<file path="config.mk">
export PLATFORM = sky130hd
export DESIGN_NAME = pkt_framer
export DESIGN_NICKNAME = d
export VERILOG_FILES = /design/src/rtl/pkt_framer.sv
export SDC_FILE = /design/constraint.sdc
export NUM_CORES = 1
export LEC_CHECK = 0
export BUFFER_PORTS_ARGS = -buffer_cell sky130_fd_sc_hd__buf_2
export CAP_MARGIN = 15
export CORE_ASPECT_RATIO = 0.5
export CORE_MARGIN = 3
export CORE_UTILIZATION = 60
export DETAILED_ROUTE_END_ITERATION = 8
export PLACE_DENSITY_LB_ADDON = 0.2
export SETUP_SLACK_MARGIN = 0.02
export SLEW_MARGIN = 40
export SYNTH_ARGS = -nofsm -noshare
export SYNTH_HDL_FRONTEND = slang
export SYNTH_SLANG_ARGS = --single-unit
export TNS_END_PERCENT = 1
</file>
<file path="constraint.sdc">
create_clock -name clk -period 3.3 [get_ports clk]
set_input_delay 0.99 -clock clk [delete_from_list [all_inputs] [get_ports clk]]
set_output_delay 0.99 -clock clk [all_outputs]
set_load 0.005 [all_outputs]
</file>
<file path="src/rtl/pkt_framer.sv">
// Packet framer: drains one payload from the source FIFO and emits
// sync word, packet counter, payload and XOR checksum to the sink FIFO.
module pkt_framer #(
   parameter int unsigned      DW           = 8,
   parameter int unsigned      CNT_W        = 32,
   parameter int unsigned      PAYLOAD_LEN  = 1020,
   parameter logic [DW-1:0]    SYNC         = 8'hA5,
   parameter logic [CNT_W-1:0] PKT_CNT_INIT = CNT_W'(1),
   parameter int unsigned      DROP_W       = 16
) (
   input  logic              clk,
   input  logic              reset_n,
   input  logic              start,
   input  logic              src_ready,
   output logic              src_rd,
   input  logic [DW-1:0]     src_data,
   input  logic              dst_afull,
   output logic              dst_wr,
   output logic [DW-1:0]     dst_data,
   output logic [CNT_W-1:0]  pkt_cnt,
   output logic [DROP_W-1:0] drop_cnt,
   output logic              busy
);

   localparam int unsigned HW       = CNT_W / DW;
   localparam int unsigned NW       = HW + PAYLOAD_LEN + 2;
   localparam int unsigned IW       = $clog2(NW);
   // idx = index of the word currently on dst_data within the packet
   localparam int unsigned PAY_LAST = HW + PAYLOAD_LEN;
   // src_rd window, in terms of the idx of the cycle carrying the read
   localparam int unsigned RD_FIRST = HW - 1;
   localparam int unsigned RD_LAST  = HW + PAYLOAD_LEN - 2;

   typedef enum logic [1:0] {S_IDLE, S_HDR, S_PAY, S_TRL} state_t;

   state_t             state, state_n;
   logic [IW-1:0]      idx, idx_n;
   logic               keep, keep_n;
   logic [CNT_W-1:0]   hdr_sh, hdr_n;
   logic [DW-1:0]      csum, csum_n;
   logic [DW-1:0]      data_n;
   logic               wr_n, rd_n, busy_n;
   logic [CNT_W-1:0]   pkt_cnt_n;
   logic [DROP_W-1:0]  drop_n;

   // State and registered outputs
   always_ff @(posedge clk or negedge reset_n) begin
      if (!reset_n) begin
         state    <= S_IDLE;
         idx      <= '0;
         keep     <= 1'b0;
         hdr_sh   <= '0;
         csum     <= '0;
         dst_data <= '0;
         dst_wr   <= 1'b0;
         src_rd   <= 1'b0;
         busy     <= 1'b0;
         pkt_cnt  <= PKT_CNT_INIT;
         drop_cnt <= '0;
      end else begin
         state    <= state_n;
         idx      <= idx_n;
         keep     <= keep_n;
         hdr_sh   <= hdr_n;
         csum     <= csum_n;
         dst_data <= data_n;
         dst_wr   <= wr_n;
         src_rd   <= rd_n;
         busy     <= busy_n;
         pkt_cnt  <= pkt_cnt_n;
         drop_cnt <= drop_n;
      end
   end

   // Next state and the word to present on the following cycle
   always_comb begin
      state_n   = state;
      idx_n     = idx;
      keep_n    = keep;
      hdr_n     = hdr_sh;
      csum_n    = csum;
      data_n    = dst_data;
      wr_n      = 1'b0;
      busy_n    = 1'b0;
      pkt_cnt_n = pkt_cnt;
      drop_n    = drop_cnt;
      unique case (state)
         S_IDLE: begin
            if (start && src_ready) begin
               state_n = S_HDR;
               idx_n   = '0;
               keep_n  = !dst_afull;
               hdr_n   = pkt_cnt;
               csum_n  = '0;
               data_n  = SYNC;
               wr_n    = !dst_afull;
               busy_n  = 1'b1;
            end
         end
         S_HDR: begin
            idx_n  = idx + IW'(1);
            wr_n   = keep;
            busy_n = 1'b1;
            if (idx < IW'(HW)) begin
               data_n = hdr_sh[CNT_W-1 -: DW];
               hdr_n  = hdr_sh << DW;
            end else begin
               state_n = S_PAY;
               data_n  = src_data;
               csum_n  = csum ^ src_data;
            end
         end
         S_PAY: begin
            idx_n  = idx + IW'(1);
            wr_n   = keep;
            busy_n = 1'b1;
            if (idx < IW'(PAY_LAST)) begin
               data_n = src_data;
               csum_n = csum ^ src_data;
            end else begin
               state_n = S_TRL;
               data_n  = csum;
            end
         end
         S_TRL: begin
            state_n   = S_IDLE;
            pkt_cnt_n = pkt_cnt + CNT_W'(1);
            if (!keep && (drop_cnt != '1)) drop_n = drop_cnt + DROP_W'(1);
         end
         default: state_n = S_IDLE;
      endcase
      // Reads lead their output slot by two cycles (FIFO latency + output register)
      rd_n = busy_n && (idx_n >= IW'(RD_FIRST)) && (idx_n <= IW'(RD_LAST));
   end

endmodule
</file>
==> results.tsv, run 1 <==
stage	metric	value	unit
worst_setup_path	length in cells of the worst reg-to-reg path	7	
clocking	post-CTS resize count	0	
drt	Initial DRT Pass Iterations	5	
worst_setup_path	FF-to-FF End	hdr_sh[12]	
drt	ANT nets after route	0	
logic_synthesis	top cell types by occurrence after synthesis	sky130_fd_sc_hd__dfrtp_1, sky130_fd_sc_hd__nand2_1, sky130_fd_sc_hd__o21ai_0, sky130_fd_sc_hd__xnor2_1, sky130_fd_sc_hd__mux2i_1	
outcome	run status	finished, final reports clean	
drt	Post-Route M1 WL	5620	um
logic_synthesis	Mapped Avg Cell Area	10.3	um^2
logic_synthesis	synthesized-area fraction occupied by ao, oa, aoi and oai cells	10.9	%
pwr	maximum ir drop on the vdd rail	0.598	mV
logic_synthesis	flip-flop cell with the highest count after synthesis	sky130_fd_sc_hd__dfrtp_1	
die	floorplan die area	0.0105	mm^2
die	effective utilization at floorplan	62.7	%
global_route	antenna violations before repair	0	
pwr	Combinational Power Share	34.9	%
worst_setup_path	critical path startpoint category	register	
worst_setup_path	crit-path max FO	33	
logic_synthesis	number of nets in the synthesized netlist	559	
logic_synthesis	part of the Yosys area used for sequential elements	51.1	%
global_route	vias in the first global route	4109	
sta	final number of hold-violating endpoints	0	
clocking	post-cts hold buffer count	0	
worst_setup_path	Req. time, crit path	3.60	ns
drt	WL met2	5880	um
worst_hold_path	path type of the worst min-delay path	register to register	
logic_synthesis	simple logic cell fraction of the synthesized area	19.1	%
sta	Max-slew headroom	47.6	%
clocking	Setup Buffers After CTS	0	
drt	violation count after the first detailed-routing iteration	259	
clocking	Clock Tree Buf Depth	2	
clocking	clock tree sinks	113	
global_route	maximum number of pins on one net before global-route repair	48	
drt	vias per inst	5.75	
pwr	net switching power of the design	0.00213	W
clocking	TritonCTS clock tree	done	
worst_setup_path	launch point of the worst reg-to-reg path	state[1]	
final_layout	number of nets at the end of the flow	632	
worst_setup_path	start-to-end type of the worst setup path	register to register	
drt	via count	4255	
die	height of the die	73.9	um
logic_synthesis	dominant cells by area after synthesis	sky130_fd_sc_hd__dfrtp_1, sky130_fd_sc_hd__mux2i_1, sky130_fd_sc_hd__nand2_1, sky130_fd_sc_hd__xnor2_1, sky130_fd_sc_hd__o21ai_0	
clocking	H-tree levels	4	
worst_setup_path	Critical Path End Type	register	
placement	number of input and output port buffers inserted	71	
clocking	later-pin clock latency in the skew report	0.41	ns
pwr	cell leakage power	3.13	nW
placement	Final HPWL DP	8550	um
drt	met3 wirelength from detailed routing	631	um
global_route	global-route wire length before repair	20600	um
logic_synthesis	number of library cell types mapped by synthesis	59	
logic_synthesis	Syn. warnings	0	
clocking	clock tree root driver cell	sky130_fd_sc_hd__clkbuf_16	
die	num rows	24	
sta	slew at the pin closest to its max-slew limit	0.786	ns
die	Horiz. Die Dim	142	um
final_layout	synthesis-to-layout area growth	18.1	%
drt	highest metal used	met4	
flow_run	count of max-cap constraint violations	0	
worst_setup_path	slack of the worst reg-to-reg path	0.59	ns
logic_synthesis	gate count after technology mapping	538	
sta	setup tns final	0	ns
drt	DRC	0	
logic_synthesis	Post-Synthesis Cell Area	0.00553	mm^2
die	I/O Pins	72	
logic_synthesis	dominant combinational cell family by area after synthesis	simple AND/OR/NAND/NOR gates	
clocking	total CTS buffers	17	
sta	achievable frequency	369	MHz
sta	count of final max-slew check failures	0	
global_route	total routing resource utilization after global routing	25.5	%
final_layout	number of fillers in the final layout	624	
pwr	Sequential Power Share	35.5	%
drt	routed wire length per instance	16.8	um
pwr	switching share of power	38.0	%
worst_hold_path	Hold Crit Start	hdr_sh[20]	
final_layout	antenna diode count	0	
global_route	GRT overflow	0	
pwr	design internal power	0.00347	W
pwr	PwrDens	858	mW/mm^2
logic_synthesis	Post-synth ARST share	100	%
logic_synthesis	XOR/XNOR share of the synthesized area	7.44	%
logic_synthesis	number of enable flip-flop cells after synthesis	0	
logic_synthesis	flip-flop and latch count after synthesis	113	
sta	skew final	0.00913	ns
logic_synthesis	arithmetic-cell share of the synthesized area counting full adders, half adders and majority gates	1.81	%
sta	total of endpoints with negative setup slack in the final report	0	
logic_synthesis	most instantiated library cell after synthesis	sky130_fd_sc_hd__dfrtp_1	
worst_setup_path	WP data arrival	3.01	ns
clocking	clock slew at the register clock pins of the worst setup and hold paths	0.06	ns
sta	fraction of the cycle the final worst path needs	82.0	%
drt	overall routed net length	12400	um
final_layout	share of cells above drive strength 1	20.9	%
worst_hold_path	Hold Path Sink	hdr_sh[20]	
sta	unrepaired setup endpoints after global routing	false	
die	area inside the core boundary	0.00883	mm^2
placement	routability congestion estimate from global placement	0.906	
logic_synthesis	portion of synthesized cell area occupied by the leading cell type	50.7	%
pwr	total design power	0.00560	W
logic_synthesis	multiplexer share of the synthesized area	6.83	%
logic_synthesis	library cell with the largest summed area after synthesis	sky130_fd_sc_hd__dfrtp_1	
sta	min cycle time layout	2.71	ns
worst_hold_path	Worst Hold Depth	2	
pwr	clock network power share	29.7	%
power groups by stage:
stage / clock network [W] / registers, W / logic (W)
6_report: 0.00166 / 0.00199 / 0.00195
5_1_grt: 0.00176 / 0.00202 / 0.00220
4_1_cts: 0.00169 / 0.00198 / 0.00196
3_5_place_dp: 0 / 0.00200 / 0.00194
3_3_place_gp: 0 / 0.00198 / 0.00189
2_1_floorplan: 0 / 0.00192 / 0.00147
critical path: stages (launching register included):
cell,delay [ns]
sky130_fd_sc_hd__dfrtp_1,0.40
sky130_fd_sc_hd__inv_1,0.13
sky130_fd_sc_hd__ha_1,0.45
sky130_fd_sc_hd__clkinv_1,0.39
sky130_fd_sc_hd__o21ai_0,0.33
sky130_fd_sc_hd__nand2_2,0.35
sky130_fd_sc_hd__buf_12,0.29
sky130_fd_sc_hd__o21ai_0,0.25
metrics by stage:
step	std cells	instance area [um^2]	util (%)	hold slack [ns]	worst slack [ns]
after global placement	709	5990	67.8	0.462	0.695
after floorplan	538	5530	-	0.449	1.02
final	740	6530	74.0	0.482	0.593
after detailed placement	709	5990	67.8	0.475	0.701
after CTS	740	6530	74.0	0.487	0.608
after global routing	740	6530	74.0	0.513	0.359
layout make-up:
type	count	area [um^2]	share of cell area (%)
timing repair buffer	79	430	6.59
multi-input combinational	391	2550	39.0
tap	117	146	2.24
inverter	9	33.8	0.517
clock inverter	9	58.8	0.900
clock buffer	22	484	7.41
sequential	113	2830	43.3
registers in the layout, summed over array words and instances, names as in the netlist:
register	flops
hdr_sh	32
pkt_cnt	32
drop_cnt	16
idx	11
csum	8
dst_data	8
state	2
busy	1
dst_wr	1
keep	1
src_rd	1
cell families (layout without fill, tap and decap cells):
group                      after synthesis  after routing
AOI/OAI and AO/OA                       91             91
and+or+nand+nor                        208            208
xor gates and xnor gates                47             47
adders and majority gates                8              8
buffers and inverters                   34            119
muxes                                   37             37
DFF                                    113            113
per-layer routing:
| layer | track usage, % | up-vias |
|---|---|---|
| met5 | 0 | - |
| met3 | 5.72 | 27 |
| li1 | - | 2049 |
| met2 | 40.6 | 129 |
| met4 | 12.3 | 0 |
| met1 | 33.7 | 2050 |
worst max path at each step:
stage	startpoint	end	depth (start not counted)
global placement	start	src_rd	7
finish	state[1]	hdr_sh[12]	7
global route	state[1]	hdr_sh[12]	7
detailed placement	state[0]	src_rd	8
floorplan	start	src_rd	7
CTS	state[1]	hdr_sh[12]	7
layout by cell type, fill, tap and decap left out, types with 3 or more instances in the layout:
cell / instances
sky130_fd_sc_hd__clkinv_2: 4
sky130_fd_sc_hd__nand2b_1: 4
sky130_fd_sc_hd__a21oi_1: 11
sky130_fd_sc_hd__clkbuf_8: 4
sky130_fd_sc_hd__and3_1: 10
sky130_fd_sc_hd__o21ai_0: 47
sky130_fd_sc_hd__nor4_1: 4
sky130_fd_sc_hd__buf_4: 8
sky130_fd_sc_hd__and2_1: 3
sky130_fd_sc_hd__mux2i_1: 34
sky130_fd_sc_hd__nor3_1: 3
sky130_fd_sc_hd__nor2_1: 27
sky130_fd_sc_hd__xor2_1: 12
sky130_fd_sc_hd__and4_1: 4
sky130_fd_sc_hd__ha_1: 8
sky130_fd_sc_hd__dfrtp_1: 112
sky130_fd_sc_hd__clkinvlp_4: 4
sky130_fd_sc_hd__a221oi_1: 5
sky130_fd_sc_hd__nor2_2: 3
sky130_fd_sc_hd__o211ai_1: 3
sky130_fd_sc_hd__nor2b_1: 3
sky130_fd_sc_hd__clkbuf_16: 17
sky130_fd_sc_hd__a211o_1: 3
sky130_fd_sc_hd__buf_2: 70
sky130_fd_sc_hd__nand2_1: 90
sky130_fd_sc_hd__and4_4: 3
sky130_fd_sc_hd__nand4_1: 16
sky130_fd_sc_hd__inv_1: 8
sky130_fd_sc_hd__nand3_1: 25
sky130_fd_sc_hd__xnor2_1: 35
sky130_fd_sc_hd__a222oi_1: 4
Note: power is estimated with default switching activity, not from simulation.
==> run 2, diff against run 1 <==
Settings changed: CORE_UTILIZATION 60 to 58.
Clock period 3.3 ns to 2.6 ns, I/O delays scaled along.
==> run 2 against run 1 <==
Net effect: setup slack worse by 0.34 ns; via count is 2.4% higher; register-to-register slack worse by 0.34 ns; clock skew fell by 0.0023 ns; hold slack got worse by 0.14 ns; final cell count increased by 0.68%; clock-buffer cell count is 2 lower; global-route usage shrank 0.66 points; power up 35%; design area grew 2.3%; critical path depth grew 1; critical path type unchanged; largest power group is now combinational logic.
==> results.tsv, run 2 (synthesis gave the netlist of run 1 again) <==
stage	metric	value	unit	change
clocking	clock tree root driver cell	sky130_fd_sc_hd__clkbuf_16		
global_route	total routing resource utilization after global routing	24.8	%	-0.66 points
die	num rows	24		unchanged
pwr	total design power	0.00758	W	+35%
die	height of the die	75.1	um	+1.6%
drt	via count	4358		+2.4%
worst_setup_path	Req. time, crit path	2.87	ns	-0.73 ns
final_layout	most common cell after layout, fill and taps aside	sky130_fd_sc_hd__dfrtp_1		
clocking	total CTS buffers	17		unchanged
sta	achievable frequency	425	MHz	+15%
die	effective utilization at floorplan	61.6	%	-1.0 points
drt	overall routed net length	12400	um	-0.25%
clocking	clock tree sinks	113		unchanged
sta	setup tns final	0	ns	unchanged
worst_setup_path	Worst path max stage delay	0.53	ns	+0.08 ns
worst_setup_path	Cell Chain, Critical Path	inv_1 -> ha_1 -> nor2b_1 -> a32oi_1 -> a211oi_1 -> nand4_1 -> nor3_2 -> nor4bb_4		
clocking	later-pin clock latency in the skew report	0.41	ns	about the same
worst_setup_path	Worst path slowest cell	sky130_fd_sc_hd__ha_1		
worst_hold_path	path type of the worst min-delay path	input port to asynchronous set/reset pin		
placement	number of input and output port buffers inserted	71		unchanged
clocking	post-cts hold buffer count	0		unchanged
global_route	global-route wire length before repair	20700	um	+0.64%
sta	unrepaired setup endpoints after global routing	false		
drt	Initial DRT Pass Iterations	8		+3
final_layout	antenna diode count	0		unchanged
pwr	cell leakage power	3.23	nW	+2.9%
drt	vias per inst	5.85		+1.7%
clocking	TritonCTS clock tree	done		
pwr	PwrDens	1130	mW/mm^2	+32%
die	Horiz. Die Dim	144	um	+1.6%
clocking	post-CTS resize count	0		unchanged
sta	total of endpoints with negative setup slack in the final report	0		unchanged
outcome	run status	finished, final reports clean		
worst_setup_path	launch point of the worst reg-to-reg path	state[0]		
final_layout	number of nets at the end of the flow	638		+0.95%
worst_setup_path	Critical Path End Type	register		
clocking	H-tree levels	4		unchanged
sta	Max-slew headroom	57.6	%	+10 points
sta	post-route setup slack	0.248	ns	-0.345 ns
placement	routability congestion estimate from global placement	0.921		+1.7%
sta	slew at the pin closest to its max-slew limit	0.637	ns	-0.149 ns
worst_setup_path	critical path startpoint category	register		
drt	ANT nets after route	0		unchanged
worst_setup_path	crit-path max FO	10		-70%
placement	Final HPWL DP	8450	um	-1.1%
worst_setup_path	CP bufs+invs	1		-2
worst_setup_path	WP data arrival	2.62	ns	-0.39 ns
drt	DRC	0		unchanged
die	floorplan die area	0.0108	mm^2	+3.2%
global_route	antenna violations before repair	0		unchanged
placement	pre-CTS setup slack	0.254	ns	-0.448 ns
clocking	Setup Buffers After CTS	0		unchanged
worst_setup_path	kind of cell with the highest combined delay on the critical path	simple AND/OR/NAND/NOR gates		
final_layout	most frequent cells in the layout	sky130_fd_sc_hd__dfrtp_1, sky130_fd_sc_hd__nand2_1, sky130_fd_sc_hd__buf_2		
sta	final number of hold-violating endpoints	0		unchanged
worst_setup_path	FF-to-FF End	src_rd		
die	I/O Pins	72		unchanged
clocking	Clock Tree Buf Depth	2		unchanged
pwr	maximum ir drop on the vdd rail	0.635	mV	+6.2%
worst_setup_path	length in cells of the worst reg-to-reg path	8		+1
global_route	GRT overflow	0		unchanged
clocking	clock slew at the register clock pins of the worst setup and hold paths	0.05	ns	about the same
sta	fraction of the cycle the final worst path needs	90.5	%	+8.4 points
worst_setup_path	start-to-end type of the worst setup path	register to register		
final_layout	synthesis-to-layout area growth	20.8	%	
global_route	maximum number of pins on one net before global-route repair	65		+35%
drt	violation count after the first detailed-routing iteration	369		+42%
final_layout	share of cells above drive strength 1	21.7	%	+0.79 points
sta	count of final max-slew check failures	0		unchanged
global_route	vias in the first global route	4201		+2.2%
flow_run	count of max-cap constraint violations	0		unchanged
sta	min cycle time layout	2.35	ns	-0.355 ns
drt	routed wire length per instance	16.6	um	-0.92%
final_layout	biggest regs	hdr_sh: 32 flops, pkt_cnt: 32 flops, drop_cnt: 16 flops		
die	area inside the core boundary	0.00898	mm^2	+1.7%
worst_setup_path	slack of the worst reg-to-reg path	0.25	ns	-0.34 ns
sta	skew final	0.00681	ns	-0.00232 ns
[run 2: report_power, final]
part | switching [W] | total, W | leakage (nW) | internal, W
clock network | 0.000787 | 0.00245 | 0.312 | 0.00166
logic | 0.00156 | 0.00262 | 1.40 | 0.00105
registers | 0.000365 | 0.00251 | 1.52 | 0.00215
[run 2: worst max path at each step]
stage,endpoint,cells after the start,startpoint
after floorplan,src_rd,7,start
after global placement,src_rd,7,start
after detailed placement,src_rd,7,start
after CTS,src_rd,8,state[0]
after global routing,src_rd,8,state[0]
final,src_rd,8,state[0]
[run 2: through the flow]
| stage | cell area (um^2) | cells | hold slack (ns) | utilization [%] |
|---|---|---|---|---|
| after global routing | 6680 | 745 | 0.363 | 74.4 |
| after CTS | 6680 | 745 | 0.347 | 74.4 |
| after detailed placement | 6060 | 715 | 0.471 | 67.5 |
| final | 6680 | 745 | 0.337 | 74.4 |
| after global placement | 6060 | 715 | 0.463 | 67.5 |
| after floorplan | 5530 | 538 | 0.449 | - |
[run 2: layout make-up]
type | count | area [um^2]
flip-flops and latches | 113 | 2830
multi-input cells | 391 | 2550
fillers | 640 | 2290
repair buffers | 85 | 500
clock buffers | 20 | 467
clock inverters | 10 | 158
well taps | 117 | 146
inverters | 9 | 33.8
[run 2: metal layers]
| layer | GRT usage, % | vias up | wire length (um) |
|---|---|---|---|
| li1 | - | 2067 | - |
| met1 | 32.6 | 2129 | 5610 |
| met2 | 40.8 | 145 | 5930 |
| met3 | 5.46 | 17 | 673 |
| met4 | 10.2 | 0 | 157 |
| met5 | 0 | - | 0 |
